**src/rtl/rst_pkg.sv**
```systemverilog
// Shared types for the reset-request generator.
// State encoding, cause codes and a small sizing helper.
package rst_pkg;

   typedef enum logic [1:0] {
      ST_IDLE    = 2'b00,
      ST_ASSERT  = 2'b01,
      ST_RELEASE = 2'b10,
      ST_FINISH  = 2'b11
   } state_e;

   localparam logic [1:0] CAUSE_POR = 2'b00;
   localparam logic [1:0] CAUSE_SW  = 2'b01;
   localparam logic [1:0] CAUSE_EXT = 2'b10;

   function automatic int max3(int a, int b, int c);
      int m;
      m = (a > b) ? a : b;
      return (m > c) ? m : c;
   endfunction

endpackage

```
**src/rtl/rst_debounce.sv**
```systemverilog
// External reset button filter: fires once per sustained low press.
// Counter saturates; re-arms only after a high sample.
module rst_debounce #(
   parameter int DEBOUNCE_CYCLES = 8
) (
   input  logic CLK,
   input  logic RST,
   input  logic EXT_RST_N,
   output logic EXT_TRIG
);

   localparam int DW = $clog2(DEBOUNCE_CYCLES + 1);
   localparam logic [DW-1:0] D_MAX  = DW'(DEBOUNCE_CYCLES);
   localparam logic [DW-1:0] D_LAST = DW'(DEBOUNCE_CYCLES - 1);

   logic [DW-1:0] cnt_q, cnt_d;
   logic          armed_q, armed_d;

   // Count consecutive low samples; trigger on the one that reaches the threshold.
   always_comb begin
      cnt_d    = cnt_q;
      armed_d  = armed_q;
      EXT_TRIG = 1'b0;
      if (EXT_RST_N) begin
         cnt_d   = '0;
         armed_d = 1'b1;
      end else begin
         if (cnt_q != D_MAX) begin
            cnt_d = cnt_q + 1'b1;
         end
         if (armed_q && cnt_q == D_LAST) begin
            EXT_TRIG = 1'b1;
            armed_d  = 1'b0;
         end
      end
   end

   // Debounce state registers.
   always_ff @(posedge CLK) begin
      if (RST) begin
         cnt_q   <= '0;
         armed_q <= 1'b1;
      end else begin
         cnt_q   <= cnt_d;
         armed_q <= armed_d;
      end
   end

endmodule

```
**src/rtl/rst_req_gen.sv**
```systemverilog
// Reset-request generator: merges power-on, software and button resets
// into one stretched active-low reset with a release settle window.
module rst_req_gen
   import rst_pkg::*;
#(
   parameter int ASSERT_CYCLES   = 16,
   parameter int RELEASE_CYCLES  = 4,
   parameter int DEBOUNCE_CYCLES = 8
) (
   input  logic       CLK,
   input  logic       RST,
   input  logic       SW_REQ,
   input  logic       EXT_RST_N,
   output logic       RST_OUT_N,
   output logic       BUSY,
   output logic       DONE,
   output logic [1:0] CAUSE
);

   localparam int CW = $clog2(
      max3(ASSERT_CYCLES, RELEASE_CYCLES, DEBOUNCE_CYCLES) + 1);
   localparam logic [CW-1:0] A_LAST = CW'(ASSERT_CYCLES - 1);
   localparam logic [CW-1:0] R_LAST = CW'(RELEASE_CYCLES - 1);

   state_e        state_q, state_d;
   logic [CW-1:0] cnt_q, cnt_d;
   logic [1:0]    cause_q, cause_d;
   logic          rst_out_n_q, rst_out_n_d;
   logic          busy_q, busy_d;
   logic          done_q, done_d;
   logic          ext_trig;
   logic          trig;
   logic [1:0]    trig_cause;

   rst_debounce #(
      .DEBOUNCE_CYCLES(DEBOUNCE_CYCLES)
   ) u_debounce (
      .CLK      (CLK),
      .RST      (RST),
      .EXT_RST_N(EXT_RST_N),
      .EXT_TRIG (ext_trig)
   );

   assign trig       = SW_REQ | ext_trig;
   assign trig_cause = ext_trig ? CAUSE_EXT : CAUSE_SW;

   // Sequencer next state; any trigger outside FINISH (re)starts the low phase.
   always_comb begin
      state_d = state_q;
      cnt_d   = cnt_q;
      cause_d = cause_q;
      unique case (state_q)
         ST_IDLE: begin
            if (trig) begin
               state_d = ST_ASSERT;
               cnt_d   = '0;
               cause_d = trig_cause;
            end
         end
         ST_ASSERT: begin
            if (trig) begin
               cnt_d   = '0;
               cause_d = trig_cause;
            end else if (cnt_q == A_LAST) begin
               state_d = ST_RELEASE;
               cnt_d   = '0;
            end else begin
               cnt_d = cnt_q + 1'b1;
            end
         end
         ST_RELEASE: begin
            if (trig) begin
               state_d = ST_ASSERT;
               cnt_d   = '0;
               cause_d = trig_cause;
            end else if (cnt_q == R_LAST) begin
               state_d = ST_FINISH;
               cnt_d   = '0;
            end else begin
               cnt_d = cnt_q + 1'b1;
            end
         end
         ST_FINISH: begin
            state_d = ST_IDLE;
            cnt_d   = '0;
         end
         default: begin
            state_d = ST_ASSERT;
            cnt_d   = '0;
         end
      endcase
      rst_out_n_d = (state_d != ST_ASSERT);
      busy_d      = (state_d != ST_IDLE);
      done_d      = (state_d == ST_FINISH);
   end

   // State, counter, cause and registered outputs.
   always_ff @(posedge CLK) begin
      if (RST) begin
         state_q     <= ST_ASSERT;
         cnt_q       <= '0;
         cause_q     <= CAUSE_POR;
         rst_out_n_q <= 1'b0;
         busy_q      <= 1'b1;
         done_q      <= 1'b0;
      end else begin
         state_q     <= state_d;
         cnt_q       <= cnt_d;
         cause_q     <= cause_d;
         rst_out_n_q <= rst_out_n_d;
         busy_q      <= busy_d;
         done_q      <= done_d;
      end
   end

   assign RST_OUT_N = rst_out_n_q;
   assign BUSY      = busy_q;
   assign DONE      = done_q;
   assign CAUSE     = cause_q;

endmodule

```
**config.mk**
```make
export PLATFORM = sky130hd
export DESIGN_NAME = rst_req_gen
export DESIGN_NICKNAME = d
export VERILOG_FILES = /design/src/rtl/rst_pkg.sv /design/src/rtl/rst_debounce.sv /design/src/rtl/rst_req_gen.sv
export SDC_FILE = /design/constraint.sdc
export NUM_CORES = 1
export LEC_CHECK = 0
export CORE_MARGIN = 1.5
export CORE_UTILIZATION = 45
export CTS_CLUSTER_SIZE = 25
export DETAILED_ROUTE_END_ITERATION = 7
export GPL_TIMING_DRIVEN = 1
export PLACE_DENSITY = 0.68
export SYNTH_ARGS = -nofsm -noshare
export SYNTH_HDL_FRONTEND = slang
export SYNTH_HIERARCHICAL = 1
export SYNTH_SLANG_ARGS = --single-unit
```
**constraint.sdc**
```tcl
create_clock -name CLK -period 4.9 [get_ports CLK]
set_input_delay 0.735 -clock CLK [delete_from_list [all_inputs] [get_ports CLK]]
set_output_delay 0.735 -clock CLK [all_outputs]
set_load 0.005 [all_outputs]
```
==> run metrics, run 1 <==
run status=finished, final reports clean; Setup WS pre-CTS=1.96 ns; vias post-DR=roughly 720; Post-synth EDFFs=0; Multi-input gate area=538 sq um; CTS Hold Bufs=0; sequential share of the synthesized area=37.2%; Pleak=0.407 nW; clk sinks=17; Synth Flop Type=dfxtp_1; Post-synth ARST share=0%; most common cell after layout, fill and taps aside=dfxtp_1; Yosys top cell area share=37.2%; post-synthesis cell area=916 sq um; fillers=194; Routed WL=1670 um; max_cap viols=0; Num CTS Buffers=3; diode count=0; post-synth top area cell=dfxtp_1; Synth Warn #=6; Yosys cell types=33; antenna viol nets, final=0; Worst path most repeated cell=nor3b_1; Final Hold Viols=0; TNS Setup=0 ns; clk_lat worst skew=0.28 ns; core box area=1940 sq um; gr ovfl total=0; Placer Congestion=0.764; Slew @ Worst Pin=0.811 ns; worst path cell trace=clkdlybuf4s50_1 > nor3b_1 > nor3b_1 > o21ai_0 > a31oi_2 > or2_1; Clock transition at path regs=0.10 ns; Iteration-0 DRC Markers=14; Critical Path AT=2.82 ns; fin util=a little over half; first-pass GRT wire length=2620 um; vias in the first global route=617; Peak Freq=379 MHz; Mean Syn Cell Area=just over 9 sq um; Synth Register Bits=17; First-pass DRT Iterations=4; PwrDens=241 nW/um^2; Max Transition Viols Final=0; FF+latch area=around 340 sq um; CTS tree=done; critical path type=in -> reg; port bufs=8; row count=16; Tightest Hold Check Type=reg -> reg; Final Cycle Share=53.8%; share of cells above drive strength 1=7.21%; Max IR drop VDD=around 0.16 mV; RSZ-0062 raised after global routing=false; worst setup path startpoint=EXT_RST_N; Mapped Cells=100; H-Tree Depth=1; Die Wd=48.1 um; area grow syn2layout=15.0%; post-CTS resize count=0; r2r startpoint=u_debounce/cnt_q[0]$_SDFFE_PP0P_; Req. time, crit path=5.08 ns; crit end category=register; DRC Markers=0; root buf cell=clkbuf_4; worst relative slew slack=a little under half; Max stage delay on crit path=0.72 ns; Die Ht=48.1 um; Crit Path Max Fanout=8; Setup Skew=0.00289 ns; min-delay src=u_debounce/armed_q$_SDFFE_PP1P_; Final HPWL DP=1240 um; Post-Synthesis Net Count=114; min cycle time layout=approximately 2.6 ns; clock buffer depth=2; crit start category=input pin; top cells by area, synth=dfxtp_1 (37%), ha_1 (14%), inv_1 (3.7%), nand2_1 (3.3%), nand3b_1 (3.3%); fin nets=126; # IOs=9; largest net degree at the start of global routing=15; Vias/cell=5.25; initial antenna violation count=0; slowest stage cell, crit path=nor3b_1; GRT Overall Usage=16.5%; Final WS setup=about 2.3 ns; commonest cells after routing, fill and taps aside=dfxtp_1 (17), ha_1 (10), inv_1 (9); die area=2320 sq um; Post CTS Setup Buffer Count=0; initial core utilization=47.2%; wire per inst=12.1 um; Setup-failing EPs final=0
-- routing by layer --
metal  up-vias  GRT usage [%]  share of wire [%]
li1        380              -                  -
met1       331           21.0                 50
met2        11           25.9                 46
met3         2           4.44                3.1
met4         0           8.11               0.72
met5         -              0                  0
-- cell families after synthesis --
family	Yosys count	share of synthesized area [%]
xor+xnor	2	1.91
simple gates	43	28.3
buf+inv	10	4.10
flops	17	37.2
mux	1	1.09
fa+ha+maj	10	13.7
compound gates	17	13.8
-- Yosys cell counts, types with 2 or more instances --
master     n
nand2b_1   3
nand3b_1   4
a211oi_1   2
o21ai_0    2
ha_1      10
inv_1      9
a21oi_1    4
nor2b_1    4
nand2_1    8
dfxtp_1   17
nor3_1     4
nor3b_1    4
nor2_1     4
nand3_1    5
a32o_1     2
-- flip-flops by register name (all words and copies together) (netlist names) --
signal and cells:
CAUSE 2, state_q 2, RST_OUT_N 1, u_debounce/cnt_q 4
u_debounce/armed_q 1, DONE 1, BUSY 1, cnt_q 5
-- final cells by class --
| class | count | area share (%) |
|---|---|---|
| multi-input cells | 73 | 51.1 |
| flip-flops and latches | 17 | 32.3 |
| repair buffers | 8 | 7.60 |
| inverters | 9 | 3.21 |
| well taps | 27 | 3.21 |
| clock buffers | 3 | 2.14 |
| clock inverters | 1 | 0.475 |
-- worst max-delay path: cells and delay by family --
family / cells / cell delay [ns]
AND/OR/NAND/NOR: 3 / 1.11
buffers and inverters: 1 / 0.51
AO/OA/AOI/OAI: 2 / 0.46
-- metrics by stage --
step,hold WS (ns),power [mW],instance area (sq um),std cells
after global placement,0.435,0.183,1030,134
after CTS,0.469,0.257,1050,138
after global routing,0.490,0.269,1050,138
final,0.467,0.254,1050,138
after floorplan,0.427,0.170,916,100
after detailed placement,0.444,0.184,1030,134
-- final timing paths --
| kind | end | slack [ns] | cells after the start |
|---|---|---|---|
| hold / removal | u_debounce/armed_q$_SDFFE_PP1P_ | 0.47 | 1 |
| setup reg to reg | RST_OUT_N$_SDFF_PP0_ | 2.54 | 7 |
| hold reg to reg | u_debounce/armed_q$_SDFFE_PP1P_ | 0.47 | 1 |
| setup / recovery | RST_OUT_N$_SDFF_PP0_ | 2.26 | 6 |
-- power by group --
group / total [mW] / internal, mW / switching, mW
sequential: 0.147 / 0.143 / 0.00400
combinational: 0.0332 / 0.0164 / 0.0168
clock: 0.0734 / 0.0303 / 0.0431
total: 0.254 / 0.190 / 0.0639
Note: power is estimated with default switching activity, not from simulation.
==> run 2: changes to the inputs <==
--- a/config.mk
+++ b/config.mk
@@ -10,7 +10,7 @@
 export CTS_CLUSTER_SIZE = 25
 export DETAILED_ROUTE_END_ITERATION = 7
 export GPL_TIMING_DRIVEN = 1
-export PLACE_DENSITY = 0.68
+export PLACE_DENSITY = 0.71
 export SYNTH_ARGS = -nofsm -noshare
 export SYNTH_HDL_FRONTEND = slang
 export SYNTH_HIERARCHICAL = 1
==> constraint.sdc (replaced) <==
create_clock -name CLK -period 2.25 [get_ports CLK]
set_input_delay 0.3375 -clock CLK [delete_from_list [all_inputs] [get_ports CLK]]
set_output_delay 0.3375 -clock CLK [all_outputs]
set_load 0.005 [all_outputs]
==> run 2 against run 1 <==
Final cell count rose by 2.2%. Clock power rose by 110%. Global-route usage fell by 0.67 points. Clock-buffer cell count rose by 1. Core utilization rose by 1.1 points. Wire length fell by 6.1%. Combinational power rose by 120%. Worst setup slack got worse by 2.0 ns. Clock skew rose by 0.00067 ns. Critical endpoint is now DONE$_SDFF_PP0_. Highest routed layer unchanged.
==> run metrics, run 2 (synthesized netlist as in run 1, its figures left out) <==
run status=finished, final reports clean; crit start category=register; Critical Path AT=2.21 ns; Placer Congestion=between 0.8 and 0.9; worst relative slew slack=64.9%; min cycle time layout=about 2 ns; initial core utilization=47.2%; Clock Power Share=28.4%; most common cell after layout, fill and taps aside=dfxtp_1; PwrDens=512 nW/um^2; TNS Setup=0 ns; r2r startpoint=cnt_q[0]$_SDFFE_PP0P_; crit end category=register; finished layout cell area=1070 sq um; first-pass GRT wire length=2570 um; die area=2320 sq um; Max IR drop VDD=~0.35 mV; Max Transition Viols Final=0; # IOs=9; Pint=around 0.42 mW; antenna viol nets, final=0; Final Cycle Share=87.9%; Reg with most FFs=cnt_q; vias post-DR=about 740; post-CTS resize count=0; CTS tree=done; First-pass DRT Iterations=6; GRT Overall Usage=between 15 and 20%; reg2reg path depth=5; Iteration-0 DRC Markers=16; initial antenna violation count=0; placed cell count=137; RR Endpoint=DONE$_SDFF_PP0_; Gate power share=13.4%; sequential power share=between 50% and 60%; clock buffer depth=2; gr ovfl total=0; Slew @ Worst Pin=between 0.5 and 0.6 ns; critical path type=reg -> reg; row count=16; clk_lat worst skew=0.28 ns; Placed Area=1050 sq um; max reg flops=5; wire per inst=11.1 um; Vias/cell=5.22; DRC Markers=0; area grow syn2layout=17.3%; Crit Path Max Fanout=4; root buf cell=clkbuf_4; Final HPWL DP=1200 um; Post CTS Setup Buffer Count=0; clk sinks=17; internal reg-to-reg setup slack=0.27 ns; share of cells above drive strength 1=8.77%; Routed WL=1560 um; max_cap viols=0; fin nets=129; Num CTS Buffers=3; Switching Power=between 0.1 and 0.15 mW; final std cells w/o fill=141; vias in the first global route=694; hold depth=2; Setup WS pre-CTS=0.250 ns; Peak Freq=around 510 MHz; Tightest Hold Check Type=reg -> reg; RSZ-0062 raised after global routing=false; diode count=0; H-Tree Depth=1; Setup-failing EPs final=0; port bufs=8; worst hold slack=around 0.46 ns; sw frac=24.0%; CTS Hold Bufs=0; Die Ht=48.1 um; Pleak=about 0.42 nW; largest net degree at the start of global routing=15; Hold Crit Endpoint=CAUSE[0]$_SDFFE_PP0P_; core box area=1940 sq um; Die Wd=48.1 um; top flop regs=cnt_q x5, u_debounce/cnt_q x4; commonest cells after routing, fill and taps aside=dfxtp_1 (17), ha_1 (10), inv_1 (9); min-delay src=CAUSE[0]$_SDFFE_PP0P_; Req. time, crit path=about 2.5 ns; Final WS setup=0.271 ns; Setup Skew=0.00355 ns; Clock transition at path regs=0.09 ns; Final Hold Viols=0
-- run 2: changes by cell type in the layout (fill, tap and decap cells not counted), sizes merged --
| cell | delta |
|---|---|
| buf | +3 |
| clkbuf | +1 |
| clkinv | -1 |
-- run 2: stage by stage --
stage	utilization (%)	total power, mW
2_1_floorplan	-	0.371
3_3_place_gp	54.0	0.401
3_5_place_dp	54.0	0.402
4_1_cts	55.3	0.559
5_1_grt	55.3	0.580
6_report	55.3	0.550
-- run 2: layer usage --
metal  wire length, um  vias up  part of all wire (%)  global-route usage (%)
li1                  -      382                     -                       -
met1               802      341                    51                    19.5
met2               676        9                    43                    26.1
met3                57        4                   3.6                    3.33
met4                27        0                   1.7                    8.11
met5                 0        -                     0                       0
-- run 2: power by group through the flow --
stage	Sequential [mW]	Combinational, mW	Clock (mW)
global route	0.322	0.0835	0.175
global placement	0.327	0.0739	0
floorplan	0.327	0.0441	0
finish	0.320	0.0738	0.156
detailed placement	0.328	0.0743	0
CTS	0.320	0.0748	0.163
-- run 2: final cells by class --
| class | count | area (sq um) |
|---|---|---|
| Clock buffer | 4 | 26.3 |
| Inverter | 9 | 33.8 |
| Tap cell | 27 | 33.8 |
| Sequential cell | 17 | 340 |
| Multi-Input combinational cell | 73 | 538 |
| Fill cell | 196 | 867 |
| Timing Repair Buffer | 11 | 103 |
-- run 2: worst max-delay path by stage --
stage	from	end
floorplan	u_debounce/cnt_q[0]$_SDFFE_PP0P_	RST_OUT_N$_SDFF_PP0_
global placement	EXT_RST_N	DONE$_SDFF_PP0_
detailed placement	EXT_RST_N	RST_OUT_N$_SDFF_PP0_
CTS	cnt_q[0]$_SDFFE_PP0P_	DONE$_SDFF_PP0_
global route	cnt_q[0]$_SDFFE_PP0P_	DONE$_SDFF_PP0_
finish	cnt_q[0]$_SDFFE_PP0P_	DONE$_SDFF_PP0_
-- run 2: worst max-delay path, cell delays in order (launching register included) --
cell and delay [ns]:
dfxtp_1 0.38, ha_1 0.21, or4b_4 0.50, or4_4 0.50
a31oi_2 0.20, and2_1 0.14
==> run 3: changes to the inputs <==
--- a/config.mk
+++ b/config.mk
@@ -5,6 +5,7 @@
 export SDC_FILE = /design/constraint.sdc
 export NUM_CORES = 1
 export LEC_CHECK = 0
+export CAP_MARGIN = 5
 export CORE_MARGIN = 1.5
 export CORE_UTILIZATION = 45
 export CTS_CLUSTER_SIZE = 25
==> results of run 3 <==
The final DEF is identical to that of run 2; final timing and power are the same.
